$ cat config.mk
export PLATFORM = sky130hd
export DESIGN_NAME = uart_tx_serializer
export DESIGN_NICKNAME = d
export VERILOG_FILES = /design/src/rtl/uart_tx_pkg.sv /design/src/rtl/flex_pts_sr.sv /design/src/rtl/uart_tx_serializer.sv
export SDC_FILE = /design/constraint.sdc
export NUM_CORES = 1
export LEC_CHECK = 0
export ABC_AREA = 1
export ABC_CLOCK_PERIOD_IN_PS = 4400
export CAP_MARGIN = 20
export CORE_MARGIN = 10
export CORE_UTILIZATION = 45
export CTS_CLUSTER_SIZE = 12
export DETAILED_ROUTE_END_ITERATION = 8
export PLACE_DENSITY_LB_ADDON = 0.2
export SETUP_SLACK_MARGIN = 0.2
export SYNTH_ARGS = -nofsm -noshare
export SYNTH_HDL_FRONTEND = slang
export SYNTH_HIERARCHICAL = 1
export SYNTH_SLANG_ARGS = --single-unit
$ cat constraint.sdc
create_clock -name clk -period 4.4 [get_ports clk]
set_input_delay 1.32 -clock clk [delete_from_list [all_inputs] [get_ports clk]]
set_output_delay 1.32 -clock clk [all_outputs]
set_load 0.01 [all_outputs]
$ cat src/rtl/uart_tx_pkg.sv
// Shared types and line levels for the UART transmit serializer.
// The PARITY state is always declared so its encoding does not move when UART_TX_PARITY_EN is set.
package uart_tx_pkg;

    typedef enum logic [2:0] {
        IDLE   = 3'd0,
        START  = 3'd1,
        DATA   = 3'd2,
        PARITY = 3'd3,
        STOP   = 3'd4
    } tx_state_t;

    localparam logic IDLE_LEVEL  = 1'b1;
    localparam logic START_LEVEL = 1'b0;
    localparam logic STOP_LEVEL  = 1'b1;

endpackage

$ cat src/rtl/flex_pts_sr.sv
// Parallel-to-serial shift register. Reset and shift fill are all ones; load wins over shift.
// SHIFT_MSB=0 shifts out LSB first, SHIFT_MSB=1 shifts out MSB first.
module flex_pts_sr #(
    parameter int unsigned NUM_BITS  = 8,
    parameter bit          SHIFT_MSB = 1'b0
) (
    input  logic                clk,
    input  logic                n_rst,
    input  logic                load_enable,
    input  logic                shift_enable,
    input  logic [NUM_BITS-1:0] parallel_in,
    output logic                serial_out
);

    logic [NUM_BITS-1:0] sr_q, sr_d, sr_shifted;

    generate
        if (SHIFT_MSB) begin : g_msb
            assign sr_shifted = {sr_q[NUM_BITS-2:0], 1'b1};
            assign serial_out = sr_q[NUM_BITS-1];
        end else begin : g_lsb
            assign sr_shifted = {1'b1, sr_q[NUM_BITS-1:1]};
            assign serial_out = sr_q[0];
        end
    endgenerate

    always_comb begin
        sr_d = sr_q;
        if (load_enable) begin
            sr_d = parallel_in;
        end else if (shift_enable) begin
            sr_d = sr_shifted;
        end
    end

    always_ff @(posedge clk or negedge n_rst) begin
        if (!n_rst) begin
            sr_q <= '1;
        end else begin
            sr_q <= sr_d;
        end
    end

endmodule

$ cat src/rtl/uart_tx_serializer.sv
// UART transmitter: frames a parallel byte as start, LSB-first data, [parity], stop.
// Define UART_TX_PARITY_EN to insert an even-parity bit between data and stop.
module uart_tx_serializer
    import uart_tx_pkg::*;
#(
    parameter int unsigned DATA_BITS    = 8,
    parameter int unsigned CLKS_PER_BIT = 10
) (
    input  logic                 clk,
    input  logic                 n_rst,
    input  logic [DATA_BITS-1:0] tx_data,
    input  logic                 tx_start,
    output logic                 tx_ready,
    output logic                 serial_out,
    output logic                 tx_busy,
    output logic                 tx_done
);

    localparam int unsigned CNT_W = $clog2(CLKS_PER_BIT);
    localparam int unsigned IDX_W = $clog2(DATA_BITS + 1);
    localparam logic [CNT_W-1:0] CNT_MAX  = CNT_W'(CLKS_PER_BIT - 1);
    localparam logic [CNT_W-1:0] CNT_ONE  = CNT_W'(1);
    localparam logic [IDX_W-1:0] IDX_LAST = IDX_W'(DATA_BITS - 1);
    localparam logic [IDX_W-1:0] IDX_ONE  = IDX_W'(1);

    tx_state_t        state_q, state_d;
    logic [CNT_W-1:0] cnt_q, cnt_d;
    logic [IDX_W-1:0] bit_idx_q, bit_idx_d;
    logic             serial_out_q, serial_out_d;
    logic             tx_ready_q, tx_ready_d;
    logic             tx_busy_q, tx_busy_d;
    logic             tx_done_q, tx_done_d;
`ifdef UART_TX_PARITY_EN
    logic             parity_q, parity_d;
`endif

    logic load_en, shift_en, sr_out, bit_end;

    flex_pts_sr #(
        .NUM_BITS  (DATA_BITS),
        .SHIFT_MSB (1'b0)
    ) u_sr (
        .clk          (clk),
        .n_rst        (n_rst),
        .load_enable  (load_en),
        .shift_enable (shift_en),
        .parallel_in  (tx_data),
        .serial_out   (sr_out)
    );

    assign bit_end = (cnt_q == CNT_MAX);

    // The register shifts as each bit is copied to the line, so sr_out is always the next bit.
    always_comb begin
        state_d      = state_q;
        cnt_d        = cnt_q;
        bit_idx_d    = bit_idx_q;
        serial_out_d = serial_out_q;
        tx_done_d    = 1'b0;
        load_en      = 1'b0;
        shift_en     = 1'b0;
`ifdef UART_TX_PARITY_EN
        parity_d     = parity_q;
`endif
        case (state_q)
            IDLE: begin
                serial_out_d = IDLE_LEVEL;
                if (tx_start && tx_ready_q) begin
                    load_en      = 1'b1;
                    state_d      = START;
                    cnt_d        = '0;
                    serial_out_d = START_LEVEL;
`ifdef UART_TX_PARITY_EN
                    parity_d     = ^tx_data;
`endif
                end
            end
            START: begin
                if (bit_end) begin
                    cnt_d        = '0;
                    bit_idx_d    = '0;
                    state_d      = DATA;
                    serial_out_d = sr_out;
                    shift_en     = 1'b1;
                end else begin
                    cnt_d = cnt_q + CNT_ONE;
                end
            end
            DATA: begin
                if (bit_end) begin
                    cnt_d = '0;
                    if (bit_idx_q == IDX_LAST) begin
`ifdef UART_TX_PARITY_EN
                        state_d      = PARITY;
                        serial_out_d = parity_q;
`else
                        state_d      = STOP;
                        serial_out_d = STOP_LEVEL;
`endif
                    end else begin
                        bit_idx_d    = bit_idx_q + IDX_ONE;
                        serial_out_d = sr_out;
                        shift_en     = 1'b1;
                    end
                end else begin
                    cnt_d = cnt_q + CNT_ONE;
                end
            end
`ifdef UART_TX_PARITY_EN
            PARITY: begin
                if (bit_end) begin
                    cnt_d        = '0;
                    state_d      = STOP;
                    serial_out_d = STOP_LEVEL;
                end else begin
                    cnt_d = cnt_q + CNT_ONE;
                end
            end
`endif
            STOP: begin
                if (bit_end) begin
                    cnt_d        = '0;
                    state_d      = IDLE;
                    serial_out_d = IDLE_LEVEL;
                    tx_done_d    = 1'b1;
                end else begin
                    cnt_d = cnt_q + CNT_ONE;
                end
            end
            default: begin
                state_d      = IDLE;
                cnt_d        = '0;
                serial_out_d = IDLE_LEVEL;
            end
        endcase
        tx_ready_d = (state_d == IDLE);
        tx_busy_d  = (state_d != IDLE);
    end

    always_ff @(posedge clk or negedge n_rst) begin
        if (!n_rst) begin
            state_q      <= IDLE;
            cnt_q        <= '0;
            bit_idx_q    <= '0;
            serial_out_q <= IDLE_LEVEL;
            tx_ready_q   <= 1'b1;
            tx_busy_q    <= 1'b0;
            tx_done_q    <= 1'b0;
`ifdef UART_TX_PARITY_EN
            parity_q     <= 1'b0;
`endif
        end else begin
            state_q      <= state_d;
            cnt_q        <= cnt_d;
            bit_idx_q    <= bit_idx_d;
            serial_out_q <= serial_out_d;
            tx_ready_q   <= tx_ready_d;
            tx_busy_q    <= tx_busy_d;
            tx_done_q    <= tx_done_d;
`ifdef UART_TX_PARITY_EN
            parity_q     <= parity_d;
`endif
        end
    end

    assign serial_out = serial_out_q;
    assign tx_ready   = tx_ready_q;
    assign tx_busy    = tx_busy_q;
    assign tx_done    = tx_done_q;

endmodule

==> flow_summary.ini <==
[run_status]
outcome = completed

[setup_path]
critPathArrivalTime_ns = 1.40
startpoint_class_of_the_critical_path = flop
worstPathBufferInverterCount = 1
worst_path_dominant_cell_family = flip-flops
critPathSlowestCell = dfstp_2
largest_fanout_of_any_net_on_the_critical_path = 2
cp.required_ns = 3.08
worstSetupPathType = flop to output port
worstSetupEndpointType = output port
cpPeakStageDelay_ns = 0.55
critical_path.cell_chain = clkdlybuf4s50_1

[final_layout]
multiInputGateArea_um2 = 528
area.sequential_um2 = 588
area_delta_synth_final_pct = 17.1
layout.filler_cells = 222
ratio_of_cells_with_drive_above_1_in_the_final_layout = 0.203
final_design_area_no_fill_um2 = 1390
antenna_cells = 0
nNetsFinal = 163

[synthesis]
synth_area_leaders = dfrtp_1 27%, dfstp_2 22%, nand3_1 10%
netlist_instances = 131
ys_seq_elements = 23
seq_area_frac_synth = 0.496
top_cell_type_by_total_area_after_synthesis = dfrtp_1
ys_warn_count = 6
post_synth_instance_area_um2 = 1190
number_of_unique_standard_cell_types_used_by_synthesis = 26
syn_area_per_cell_um2 = 9.05
synth_largest_type_area_fraction = 0.274
mappedNetlistNets = 145

[clocking]
longest_clk_path_bufs = 2
clk_latency_ns = 0.31
cts_sinks = 23
ctsResizeCount = 0
postCtsSetupBuffers = 0
htree_levels = 1
cts.clk_slew.worst_paths_ns = 0.12
postCtsHoldBufs = 0
tritoncts = done
cts_root_buf = clkbuf_4
numCtsBuffers = 3

[timing]
timing.setup.tns_ns = 0
final_min_period_over_clock_period = 0.617
report.final.slew_viol_count = 0
fmaxAchievable_mhz = 368
final.min_clock_period_ns = 2.72
report.final.hold_viol_count = 0
grt_setup_unrepaired = no
timing_worst_slew_pin_value_ns = 0.921
worst_clock_skew_ns = 0.00246
finalSetupViolCount = 0
fin_hold_ws_ns = 0.477
timing.max_slew.rel_slack = 0.384

[detailed_routing]
first_iter_violations = 62
ant_nets = 0
wirelength_mm = 2.15
avgViaCountPerCell = 5.04
dr.pass1.iters = 4
detail_route.drc_violations = 0
drt-wirelength-per-cell_um = 12.1
routed-via-count = 898

[power_and_ir_drop]
irDropWorstVdd_uv = 173
leakagePower_uw = 0.000622
power.density_cell_area_nw_per_um2 = 233
totalPowerFinal_uw = 323

[grt]
grt_first_pass_wirelength_mm = 3.83
globalRoute.totalOverflow = 0
groute.usage.overall = 0.0894
largest_net_degree_at_the_start_of_global_routing = 24
initial_antenna_violation_count = 0
first_global_vias = 886

[job]
drv.max_cap_violation_count = 0

[placed_design]
dpl.hpwl_mm = 1.60
post_dp_cell_area_um2 = 1350
finalWeightedCongestion = 0.778
io_buffer_count = 14

[floorplanning]
floorplan.die.width_um = 71.3
core.rowCount = 18
fp.dieArea_um2 = 5090
floorplan.io_pins = 15
core_outline_area_um2 = 2500
initial_utilization = 0.474
fp.dieH_um = 71.3

[hold_path]
min-delay-path-class = flop to flop
[path summary, 6_finish.rpt]
kind,start,to,slack [ns],cells after the start
setup / recovery,tx_ready,tx_ready,1.68,1
hold / removal,u_sr/sr_q[7],u_sr/sr_q[7],0.48,2
setup reg to reg,state_q[2],u_sr/sr_q[3],2.63,6
hold reg to reg,u_sr/sr_q[7],u_sr/sr_q[7],0.48,2
max in group asynchronous,n_rst,u_sr/sr_q[4],2.51,2
min in group asynchronous,n_rst,state_q[0],1.34,1
[flip-flops by register name, indices dropped and copies added (netlist names)]
register	cells
bit_idx_q	4
cnt_q	4
serial_out	1
state_q	3
tx_busy	1
tx_done	1
tx_ready	1
u_sr/sr_q	8
[cells in the final DEF, fill, tap and decap left out, types with 3 or more instances in the layout]
| cell | netlist | routed |
|---|---|---|
| dfstp_2 | 10 | 10 |
| ha_1 | 3 | 3 |
| inv_1 | 9 | 9 |
| o22ai_1 | 3 | 3 |
| nand3_1 | 24 | 24 |
| nand2_1 | 30 | 30 |
| clkdlybuf4s50_1 | 0 | 14 |
| nor2_1 | 9 | 9 |
| dfrtp_1 | 13 | 13 |
| clkbuf_4 | 0 | 3 |
| o21ai_0 | 3 | 3 |
[final cells by class]
| type | count | area share |
|---|---|---|
| sequential | 23 | 0.423 |
| inverter | 13 | 0.0387 |
| multi-input combinational | 93 | 0.380 |
| clock buffer | 4 | 0.0189 |
| timing repair buffer | 15 | 0.112 |
| tap | 30 | 0.0270 |
[cell usage after synthesis (all sizes together)]
library cell / instances
o22ai: 3
inv: 13
buf: 2
or2: 1
dfstp: 10
mux2i: 1
nor3b: 1
nand3: 28
xor2: 2
ha: 3
a21oi: 2
dfrtp: 13
nand4: 1
nand2: 34
nor2: 12
o21ai: 5
[per-stage QoR]
step	util	cells	worst slack, ns
final	0.556	178	1.68
after global routing	0.556	178	1.61
after CTS	0.550	177	1.66
after detailed placement	0.539	173	1.40
after global placement	0.539	173	1.44
after floorplan	-	131	2.48
[logic make-up after synthesis]
logic type | synth area share
muxes | 0.00844
AOI/OAI and AO/OA | 0.0454
xor gates and xnor gates | 0.0148
buffers and inverters | 0.0591
DFF | 0.496
and+or+nand+nor | 0.345
adders and majority gates | 0.0316
[worst register-to-register path, stage by stage, from the launching register on]
cell     delay, ns
dfrtp_1       0.44
nor2_2        0.17
nand2_1       0.09
nor2_1        0.70
inv_4         0.12
nand3_1       0.11
nand3_1       0.08
[power by group]
| part | total, µW | internal, µW | switching (µW) |
|---|---|---|---|
| clock network | 97.2 | 35.4 | 61.8 |
| registers | 212 | 212 | 0 |
| logic | 14.3 | 8.89 | 5.39 |
[metal layers]
layer,global-route usage,wire length (µm),share of wire
met4,0.0495,44,0.020
met1,0.109,1030,0.48
met2,0.139,968,0.45
met5,0,0,0
met3,0.0234,108,0.050
No activity file was read; power rests on OpenSTA's default activity.
